==> src/rtl/mips_cycle_sequencer.sv <==
// Multi-cycle instruction sequencer for the 16-bit MIPS core.
// Steps each instruction through FETCH/DECODE/EXEC/MEM/WB and drives the
// datapath strobes. The memory-wait watchdog is compiled in by defining
// MIPS_SEQ_WATCHDOG_EN; without it bus_error is tied low.
//
// state  | meaning
// -------+-----------------------------------------------------------
// FETCH  | instruction read outstanding, wait for mem_ready
// DECODE | classify ir_opcode/ir_funct; J and SYSCALL finish here
// EXEC   | branch resolution, or hand-off to MEM/WB
// MEM    | LW read or SW write outstanding, wait for mem_ready
// WB     | register-file write
// HALT   | machine stopped until resume (SYSCALL or bus timeout)
module mips_cycle_sequencer #(
    parameter int TIMEOUT_CYCLES = 255
) (
    input  logic        clk,
    input  logic        rst_n,
    input  logic [5:0]  ir_opcode,
    input  logic [5:0]  ir_funct,
    input  logic        branch_taken,
    input  logic        mem_ready,
    input  logic        resume,
    output logic        ir_load,
    output logic        pc_load,
    output logic [1:0]  pc_src,
    output logic        mem_read,
    output logic        mem_write,
    output logic        rw_ctrl,
    output logic        halted,
    output logic        illegal,
    output logic        bus_error,
    output logic [15:0] retire_count
);

    typedef enum logic [2:0] {
        S_FETCH  = 3'd0,
        S_DECODE = 3'd1,
        S_EXEC   = 3'd2,
        S_MEM    = 3'd3,
        S_WB     = 3'd4,
        S_HALT   = 3'd5
    } state_t;

    typedef enum logic [1:0] {
        CLS_ALU    = 2'd0,
        CLS_BRANCH = 2'd1,
        CLS_LW     = 2'd2,
        CLS_SW     = 2'd3
    } cls_t;

    localparam logic [1:0] PC_SEQ    = 2'd0;
    localparam logic [1:0] PC_BRANCH = 2'd1;
    localparam logic [1:0] PC_JUMP   = 2'd2;

    if ((TIMEOUT_CYCLES < 1) || (TIMEOUT_CYCLES > 255)) begin : g_timeout_range_bad
        $error("TIMEOUT_CYCLES must be within 1..255");
    end

    state_t state, state_nxt;
    cls_t   cls, dec_cls;
    logic   dec_legal, dec_jump, dec_syscall;
    logic   retire, set_illegal, timeout;

    // Instruction classification from the IR fields (meaningful in DECODE only).
    always_comb begin
        dec_cls     = CLS_ALU;
        dec_legal   = 1'b0;
        dec_jump    = 1'b0;
        dec_syscall = 1'b0;
        case (ir_opcode)
            6'b000000: begin
                case (ir_funct)
                    6'b001100: begin
                        dec_legal   = 1'b1;
                        dec_syscall = 1'b1;
                    end
                    6'b100000, 6'b100010, 6'b100001, 6'b100011, 6'b100100,
                    6'b100101, 6'b000000, 6'b000010, 6'b101010, 6'b101011:
                        dec_legal = 1'b1;
                    default: dec_legal = 1'b0;
                endcase
            end
            6'b000010: begin
                dec_legal = 1'b1;
                dec_jump  = 1'b1;
            end
            // 000011 is BLTZ on this core, not JAL.
            6'b000100, 6'b000101, 6'b000111, 6'b000001, 6'b000011: begin
                dec_legal = 1'b1;
                dec_cls   = CLS_BRANCH;
            end
            6'b100011: begin
                dec_legal = 1'b1;
                dec_cls   = CLS_LW;
            end
            6'b101011: begin
                dec_legal = 1'b1;
                dec_cls   = CLS_SW;
            end
            6'b001000, 6'b001001, 6'b001100, 6'b001101, 6'b001111,
            6'b001010, 6'b001011:
                dec_legal = 1'b1;
            default: dec_legal = 1'b0;
        endcase
    end

    // Next state and strobes; strobes are forced low while reset is held.
    always_comb begin
        state_nxt   = state;
        ir_load     = 1'b0;
        pc_load     = 1'b0;
        pc_src      = PC_SEQ;
        mem_read    = 1'b0;
        mem_write   = 1'b0;
        rw_ctrl     = 1'b0;
        halted      = 1'b0;
        retire      = 1'b0;
        set_illegal = 1'b0;
        if (rst_n) begin
            case (state)
                S_FETCH: begin
                    if (timeout) begin
                        state_nxt = S_HALT;
                    end else begin
                        mem_read = 1'b1;
                        if (mem_ready) begin
                            ir_load   = 1'b1;
                            pc_load   = 1'b1;
                            pc_src    = PC_SEQ;
                            state_nxt = S_DECODE;
                        end
                    end
                end
                S_DECODE: begin
                    if (!dec_legal) begin
                        set_illegal = 1'b1;
                        state_nxt   = S_FETCH;
                    end else if (dec_syscall) begin
                        retire    = 1'b1;
                        state_nxt = S_HALT;
                    end else if (dec_jump) begin
                        pc_load   = 1'b1;
                        pc_src    = PC_JUMP;
                        retire    = 1'b1;
                        state_nxt = S_FETCH;
                    end else begin
                        state_nxt = S_EXEC;
                    end
                end
                S_EXEC: begin
                    case (cls)
                        CLS_BRANCH: begin
                            if (branch_taken) begin
                                pc_load = 1'b1;
                                pc_src  = PC_BRANCH;
                            end
                            retire    = 1'b1;
                            state_nxt = S_FETCH;
                        end
                        CLS_LW, CLS_SW: state_nxt = S_MEM;
                        default:        state_nxt = S_WB;
                    endcase
                end
                S_MEM: begin
                    if (timeout) begin
                        state_nxt = S_HALT;
                    end else if (cls == CLS_LW) begin
                        mem_read = 1'b1;
                        if (mem_ready) state_nxt = S_WB;
                    end else begin
                        mem_write = 1'b1;
                        if (mem_ready) begin
                            retire    = 1'b1;
                            state_nxt = S_FETCH;
                        end
                    end
                end
                S_WB: begin
                    rw_ctrl   = 1'b1;
                    retire    = 1'b1;
                    state_nxt = S_FETCH;
                end
                S_HALT: begin
                    halted = 1'b1;
                    if (resume) state_nxt = S_FETCH;
                end
                default: state_nxt = S_FETCH;
            endcase
        end
    end

    // State, latched class, sticky illegal flag and retire counter.
    always_ff @(posedge clk or negedge rst_n) begin
        if (!rst_n) begin
            state        <= S_FETCH;
            cls          <= CLS_ALU;
            illegal      <= 1'b0;
            retire_count <= 16'd0;
        end else begin
            state <= state_nxt;
            if (state == S_DECODE) cls <= dec_cls;
            if (set_illegal) illegal <= 1'b1;
            if (retire) retire_count <= retire_count + 16'd1;
        end
    end

`ifdef MIPS_SEQ_WATCHDOG_EN
    localparam logic [7:0] WD_LAST = 8'(TIMEOUT_CYCLES - 1);

    logic [7:0] wd_cnt;

    // The cycle whose low mem_ready brings the count to TIMEOUT_CYCLES aborts.
    assign timeout = ((state == S_FETCH) || (state == S_MEM)) && !mem_ready
                     && (wd_cnt == WD_LAST);

    // Wait counter restarts on every state change, so entering FETCH/MEM starts at 0.
    always_ff @(posedge clk or negedge rst_n) begin
        if (!rst_n) begin
            wd_cnt    <= 8'd0;
            bus_error <= 1'b0;
        end else begin
            if (state_nxt != state) begin
                wd_cnt <= 8'd0;
            end else if (((state == S_FETCH) || (state == S_MEM)) && !mem_ready) begin
                wd_cnt <= wd_cnt + 8'd1;
            end
            if (timeout) bus_error <= 1'b1;
        end
    end
`else
    assign timeout   = 1'b0;
    assign bus_error = 1'b0;
`endif

endmodule

==> config.mk <==
export PLATFORM = sky130hd
export DESIGN_NAME = mips_cycle_sequencer
export DESIGN_NICKNAME = d
export VERILOG_FILES = /design/src/rtl/mips_cycle_sequencer.sv
export SDC_FILE = /design/constraint.sdc
export NUM_CORES = 1
export LEC_CHECK = 0
export ABC_AREA = 1
export CAP_MARGIN = 20
export CORE_UTILIZATION = 49
export DETAILED_ROUTE_END_ITERATION = 8
export GPL_TIMING_DRIVEN = 1
export HOLD_SLACK_MARGIN = 0.08
export PLACE_DENSITY = 0.87
export SYNTH_ARGS = -nofsm -noshare
export SYNTH_HDL_FRONTEND = slang
export SYNTH_SLANG_ARGS = --single-unit
==> constraint.sdc <==
create_clock -name clk -period 1.75 [get_ports clk]
set_input_delay 0.35 -clock clk [delete_from_list [all_inputs] [get_ports clk]]
set_output_delay 0.35 -clock clk [all_outputs]
set_load 0.1 [all_outputs]
==> qor.txt, run 1 <==
main flop type after synthesis - dfrtp_1
DP HPWL - 3788 um
top cell type by total area after synthesis - dfrtp_1
Netlist cell types - 28
Synth warnings - 0
most frequent cells after synthesis - nand2_1, nand3_1, nor2_1, inv_1, dfrtp_1
FF+latch count, synth - 22
largest net degree at the start of global routing - 26
stage reached - global routing
FP Rows - 20
Mapped Area - 1654 um2
initial antenna violation count - 0
Root Buffer - clkbuf_4
total clock sinks - 22
Yosys top cell area share - 33.28%
Seq/Total Area, Yosys - 33.28%
# IOs - 43
post-place instance area - 2606 um2
die height - 60.10 um
Initial Utilization - 52.88%
Die X - 60.10 um
Halt Reason - [ERROR DPL-0033] detailed placement checks failed during check placement.
async set-reset flop share out of synthesis - 100.0%
clock buffer count from CTS - 3
cts hold-fix bufs - 0
# port buffers - 41
Synth Area per Inst - 6.835 um2
most instantiated library cell after synthesis - nand2_1
Post-Synthesis Cells - 242
H-tree depth - 1
number of synthesized flops with an enable pin - 0
worst setup endpoint GRT - mem_read
worst endpoint pin kind - top-level output
Net Count, Synth - 260
dominant cells by area after synthesis - dfrtp_1, nand2_1, nand3_1, nor2_1, inv_1
status - stopped before the end
Placer Congestion - 0.8848
maximum clock path buffer count - 2
## cell families after synthesis
kind of cell               synth area share [%]
AOI/OAI and AO/OA                         4.842
adders and majority gates                0.7563
buffers and inverters                     10.51
and+or+nand+nor                           42.97
other                                    0.2267
xor gates and xnor gates                  7.413
DFF                                       33.28
## timing repair
action	4_1_cts
resized for setup	30
setup buffers	6
endpoints found under the hold margin	0
setup endpoints to repair	24
pin swaps	14
## per-stage QoR
stage	setup slack [ns]	std cells	setup TNS (ns)
after floorplan	-0.1805	242	-0.3348
after global placement	-0.3548	342	-5.772
after detailed placement	-0.4340	342	-7.699
after CTS	-0.3190	352	-1.504
==> inputs of run 2 (changes only) <==
CORE_UTILIZATION = 40   (was 49)
HOLD_SLACK_MARGIN = not set   (was 0.08)
PLACE_DENSITY = not set   (was 0.87)
PLACE_DENSITY_LB_ADDON = 0.15   (was not set)
==> run 2 against run 1 <==
Compared with the run above:
- the flow now finishes, with violations (design-rule violations, negative setup slack)
- synthesized area unchanged
- synthesized cell count did not move
==> qor.txt, run 2 <==
status - finished with violations
failing checks - design-rule violations, negative setup slack
H-tree depth - 1 (unchanged)
Pwr per Cell Area - 995.3 nW/um2
Placement Setup Slack - -0.3929 ns (+0.04113 ns)
most frequent cells after synthesis - nand2_1, nand3_1, nor2_1, inv_1, dfrtp_1
Final nets - 343
setup_tns - -0.5896 ns
largest net degree at the start of global routing - 23
fin crit share - 109.6%
met2 Usage GRT - 37.76%
Largest register FFs - 16
Worst path max stage delay - 0.44 ns
WL/cell - 12.67 um
dominant cells by area after synthesis - dfrtp_1, nand2_1, nand3_1, nor2_1, inv_1
Max IR drop VDD - 0.4950 mV
most common cell after layout, fill and taps aside - nand2_1
Initial Utilization - 41.65% (-11 points)
most frequent cells in the layout - nand2_1, buf_4, nand3_1, buf_12, inv_1
Final Hold Vio Count - 0
critical path endpoint category - output port
maximum clock path buffer count - 2 (unchanged)
final worst path period need - 1.919 ns
Die X - 66.31 um (+10%)
crit path cell chain - buf_6 > nor3_4 > inv_2 > nor2_4 > nor2_2 > nor2_4 > buf_12
DRT Pass-1 Iters - 8
P&R area growth vs syn - 78.82%
Non-Filler Instances - 374
all-layer global routing usage - 22.54%
post-place instance area - 2584 um2 (-0.86%)
Final Slew Violations - 0
Fillers - 278
Max Clock Skew - 0.01075 ns
Vias - 1916
number of synthesized flops with an enable pin - 0 (unchanged)
# port buffers - 41 (unchanged)
Root Buffer - clkbuf_8
RSZ-0062 raised after global routing - yes
Netlist cell types - 28 (unchanged)
cell family with most CP delay - simple AND/OR/NAND/NOR gates
Post-Synthesis Cells - 242 (unchanged)
final worst setup slack - -0.1686 ns
Setup Viol. Count Final - 7
Final Cell Area - 2958 um2
biggest regs - retire_count (16), state (3), cls (2)
leakage power - 1.349 nW
first-pass GRT wire length - 7624 um
Critical Path RT - 1.40 ns
async set-reset flop share out of synthesis - 100.0% (unchanged)
TritonCTS clock tree - yes
main flop type after synthesis - dfrtp_1
clock transition at the registers of the reported paths - 0.09 ns
die height - 66.31 um (+10%)
slew margin rel. - 55.87%
WP data arrival - 1.57 ns
Via density - 5.123
die area - 4396 um2
FP Rows - 23 (+15%)
Worst Setup Path Type - reg2out
most instantiated library cell after synthesis - nand2_1
cts hold-fix bufs - 0 (unchanged)
vias in the first global route - 1745
clock buffer count from CTS - 3 (unchanged)
Placer Congestion - 0.8905 (+0.64%)
CP max FO - 3
GRT busiest layer - met2
met1 GRT Util - 29.43%
DP HPWL - 3049 um (-20%)
CORE AREA - 3971 um2
initial antenna violation count - 0
DRT Wirelength - 4740 um
Reg with most FFs - retire_count
Seq/Total Area, Yosys - 33.28% (unchanged)
type of the worst min-delay path - in2async
# IOs - 43 (unchanged)
share of layout cells above drive strength 1 - 48.15%
Worst setup SP type - flip-flop
worst-skew pair later-pin latency - 0.27 ns
Util after Layout - 74.48%
Max-cap violations - 0
worst-margin pin slew - 0.6612 ns
WP buf/inv - 3
Mapped Area - 1654 um2 (unchanged)
Yosys top cell area share - 33.28% (unchanged)
Synth Area per Inst - 6.835 um2 (unchanged)
top cell type by total area after synthesis - dfrtp_1
FF+latch count, synth - 22 (unchanged)
met3 Usage GRT - 3.448%
grt ovf - 0
number of remaining DRC errors - 1
ANT nets after route - 0
Net Count, Synth - 260 (unchanged)
total clock sinks - 22 (unchanged)
CP max-delay cell - dfrtp_2
DRT iter0 DRCs - 114
final antenna diode count - 0
Synth warnings - 0 (unchanged)
crit-path most repeated cell - nor2_4
Placed Instances - 348 (+1.8%)
fmax - 521.2 MHz
-- run 2: routing by layer --
metal	vias up	share of wire [%]
li1	938	-
met1	922	45
met2	52	50
met3	4	3.7
met4	0	0.70
met5	-	0
-- run 2: layout make-up --
class	count	area (um2)	share of cell area [%]
well taps	50	62.56	2.115
clock buffers	3	41.29	1.396
flip-flops and latches	22	575.6	19.46
repair buffers	82	939.7	31.77
clock inverters	1	30.03	1.015
inverters	31	121.4	4.103
multi-input cells	185	1187	40.14
-- run 2: power by group --
| part | total [mW] | internal, mW | switching [mW] | leakage, nW |
|---|---|---|---|---|
| logic | 1.76 | 0.701 | 1.06 | 1.04 |
| registers | 0.701 | 0.598 | 0.103 | 0.269 |
| clock network | 0.483 | 0.306 | 0.177 | 0.0357 |
| total | 2.94 | 1.60 | 1.34 | 1.35 |
-- run 2: stage by stage --
| stage | power [mW] | hold slack, ns |
|---|---|---|
| 6_report | 2.944 | 0.09199 |
| 3_3_place_gp | 2.102 | 0.3754 |
| 4_1_cts | 2.817 | 0.09494 |
| 3_5_place_dp | 2.115 | 0.3728 |
| 5_1_grt | 3.081 | 0.1023 |
| 2_1_floorplan | 1.592 | 0.05441 |
-- run 2: what timing repair did --
item	in CTS	in global routing
buffers inserted	16	5
cloned	2	0
pin swaps	23	25
endpoints found under the setup margin	21	23
gates resized for setup	41	49
-- run 2: worst paths after layout --
| kind | start | endpoint | slack, ns | cells after the start |
|---|---|---|---|---|
| worst min-delay path | rst_n | retire_count[3] | 0.09 | 2 |
| max in group asynchronous | rst_n | retire_count[10] | 1.08 | 3 |
| worst min register to register | retire_count[4] | retire_count[4] | 0.56 | 2 |
| worst max-delay path | state[2] | mem_read | -0.17 | 7 |
| min in group clk | ir_opcode[0] | cls[0] | 0.52 | 3 |
| worst max register to register | state[2] | retire_count[7] | 0.14 | 8 |
-- run 2: logic make-up after synthesis --
logic type,Yosys count,share of synthesized area [%]
compound gates,13,4.842
xor+xnor,14,7.413
fa+ha+maj,1,0.7563
buf+inv,36,10.51
flops,22,33.28
other cells,1,0.2267
simple gates,155,42.97
Power figures use the tool's default switching activity.
==> inputs of run 3 (changes only) <==
clock period = 2.27 ns   (was 1.75 ns; I/O delays follow)
==> run 3 against run 2 <==
Compared with the run above:
- the run ends with design-rule violations left
- global-route usage is 4.2 points lower
- non-clock buffer count fell by 22
- critical path depth is 1 lower
- combinational power is 48% lower
- largest cell class unchanged
- critical endpoint is now pc_load
- largest power group unchanged
- worst setup slack improved by 0.30 ns
- count of clock-buffer cells in the layout rose by 1
- cell count decreased by 6.1%
- design area down 19%
- sequential share of layout area up 3.6 points
- critical path type unchanged
==> qor.txt, run 3 (synthesis gave the netlist of run 2 again) <==
status - finished with violations
failing checks - design-rule violations
highest routed layer - met3
initial antenna violation count - 0 (unchanged)
Max IR drop VDD - 0.4622 mV (-6.6%)
die height - 66.31 um (unchanged)
Reg with most FFs - retire_count
leakage power - 1.245 nW (-7.7%)
critical path endpoint category - output port
CP max-delay cell - dfrtp_1
worst-margin pin slew - 0.5020 ns (-0.1593 ns)
WP data arrival - 1.69 ns (+0.12 ns)
wl on met1 - 1944 um (-9.0%)
met3 WL - 94 um (-47%)
most frequent cells in the layout - nand2_1, buf_4, nand3_1, inv_1, dfrtp_1
Placement Setup Slack - -0.09536 ns (+0.2976 ns)
Worst path max stage delay - 0.43 ns (about the same)
Worst Setup Path Type - reg2out
crit-path most repeated cell - nand2_1
Final Slew Violations - 0 (unchanged)
vias in the first global route - 1488 (-15%)
DRT iter0 DRCs - 94 (-18%)
Via density - 4.843 (-5.5%)
CP max FO - 4 (+1)
Critical Path RT - 1.82 ns (+0.42 ns)
final antenna diode count - 0 (unchanged)
Placer Congestion - 0.8601 (-3.4%)
final worst setup slack - 0.1300 ns (+0.2987 ns)
total clock sinks - 22 (unchanged)
clock transition at the registers of the reported paths - 0.09 ns (about the same)
Tot Pwr - 1.729 mW (-41%)
Max-cap violations - 0 (unchanged)
Initial Utilization - 41.65% (unchanged)
largest net degree at the start of global routing - 42 (+83%)
# port buffers - 41 (unchanged)
Vias - 1700 (-11%)
CORE AREA - 3971 um2 (unchanged)
DRT Pass-1 Iters - 6 (-2)
fin crit share - 94.27%
Worst setup SP type - flip-flop
first-pass GRT wire length - 6403 um (-16%)
final worst path period need - 2.140 ns
slew margin rel. - 66.54% (+11 points)
WHS - 0.2532 ns (+0.1612 ns)
number of remaining DRC errors - 2 (+1)
Final Hold Vio Count - 0 (unchanged)
WL/cell - 10.89 um (-14%)
Die X - 66.31 um (unchanged)
share of layout cells above drive strength 1 - 26.91% (-21 points)
cts hold-fix bufs - 0 (unchanged)
Final nets - 320 (-6.7%)
ANT nets after route - 0 (unchanged)
grt ovf - 0 (unchanged)
die area - 4396 um2 (unchanged)
Non-Filler Instances - 351 (-6.1%)
Setup Viol. Count Final - 0 (-7)
biggest regs - retire_count (16), state (3), cls (2)
maximum clock path buffer count - 2 (unchanged)
TritonCTS clock tree - yes
DRT Wirelength - 3822 um (-19%)
# IOs - 43 (unchanged)
Pwr per Cell Area - 724.3 nW/um2 (-27%)
Placed Instances - 339 (-2.6%)
most common cell after layout, fill and taps aside - nand2_1
type of the worst min-delay path - in2async
H-tree depth - 1 (unchanged)
Root Buffer - clkbuf_8
fmax - 467.3 MHz
Largest register FFs - 16 (unchanged)
worst-skew pair later-pin latency - 0.27 ns (about the same)
crit path cell chain - nor2_1 > nand2_1 > inv_1 > nand2_1 > a31oi_4 > buf_12
DP HPWL - 2825 um (-7.3%)
RSZ-0062 raised after global routing - no
Max Clock Skew - 0.01049 ns (-0.0002558 ns)
all-layer global routing usage - 18.29% (-4.2 points)
routed wl met2 - 1783 um (-25%)
P&R area growth vs syn - 44.33%
clock buffer count from CTS - 3 (unchanged)
FP Rows - 23 (unchanged)
run 3: cell types whose count changed in the layout (fill, tap and decap cells not counted), moves of 8 or more:
cell | before | now
nor2_1 | 12 | 21
dfrtp_1 | 6 | 22
buf_12 | 25 | 8
nor2_4 | 11 | 3
dfrtp_2 | 14 | 0
clkbuf_2 | 10 | 0
run 3: layer usage:
| metal | track usage, % | up-vias |
|---|---|---|
| met1 | 27.67 | 780 |
| met4 | 3.191 | 0 |
| met3 | 2.586 | 0 |
| met5 | 0 | - |
| met2 | 27.42 | 29 |
| li1 | - | 891 |
run 3: repair_timing:
| item | 4_1_cts | 5_1_grt |
|---|---|---|
| pin swaps | 5 | 10 |
| gates resized for setup | 8 | 16 |
| buffers inserted | 5 | 3 |
| setup endpoints to repair | 2 | 19 |
run 3: cell type report:
class / count / area (um2)
Fill cell: 392 / 1584
Tap cell: 50 / 62.56
Timing Repair Buffer: 60 / 604.3
Sequential cell: 22 / 550.5
Multi-Input combinational cell: 184 / 998.5
Clock buffer: 4 / 55.05
Inverter: 31 / 116.4
run 3: path summary, 6_finish.rpt:
check                      slack [ns]  cells past startpoint                to             from
setup / recovery                 0.13                      6           pc_load         state[0]
hold / removal                   0.25                      2  retire_count[11]            rst_n
setup reg to reg                 0.57                      7  retire_count[14]  retire_count[0]
hold reg to reg                  0.51                      1           illegal          illegal
max in group asynchronous        1.67                      2           illegal            rst_n
min in group clk                 0.51                      1           illegal          illegal
run 3: critical path: cells and delay by family (launching register included):
| kind | cells | cell delay, ns |
|---|---|---|
| flip-flops | 1 | 0.43 |
| buffers and inverters | 2 | 0.28 |
| AO/OA/AOI/OAI | 1 | 0.22 |
| AND/OR/NAND/NOR | 3 | 0.49 |
run 3: through the flow:
| stage | utilization, % | area, um2 | TNS (ns) |
|---|---|---|---|
| after floorplan | - | 1689 | -0.5833 |
| after global placement | 55.89 | 2220 | -0.06933 |
| after detailed placement | 55.89 | 2220 | -0.1125 |
| after CTS | 58.32 | 2316 | 0 |
| after global routing | 60.11 | 2387 | 0 |
| final | 60.11 | 2387 | 0 |
run 3: report_power, final:
group / switching (mW) / total, mW / internal [mW]
registers: 0.0760 / 0.522 / 0.446
clock network: 0.133 / 0.288 / 0.155
logic: 0.646 / 0.919 / 0.272
total: 0.856 / 1.73 / 0.873
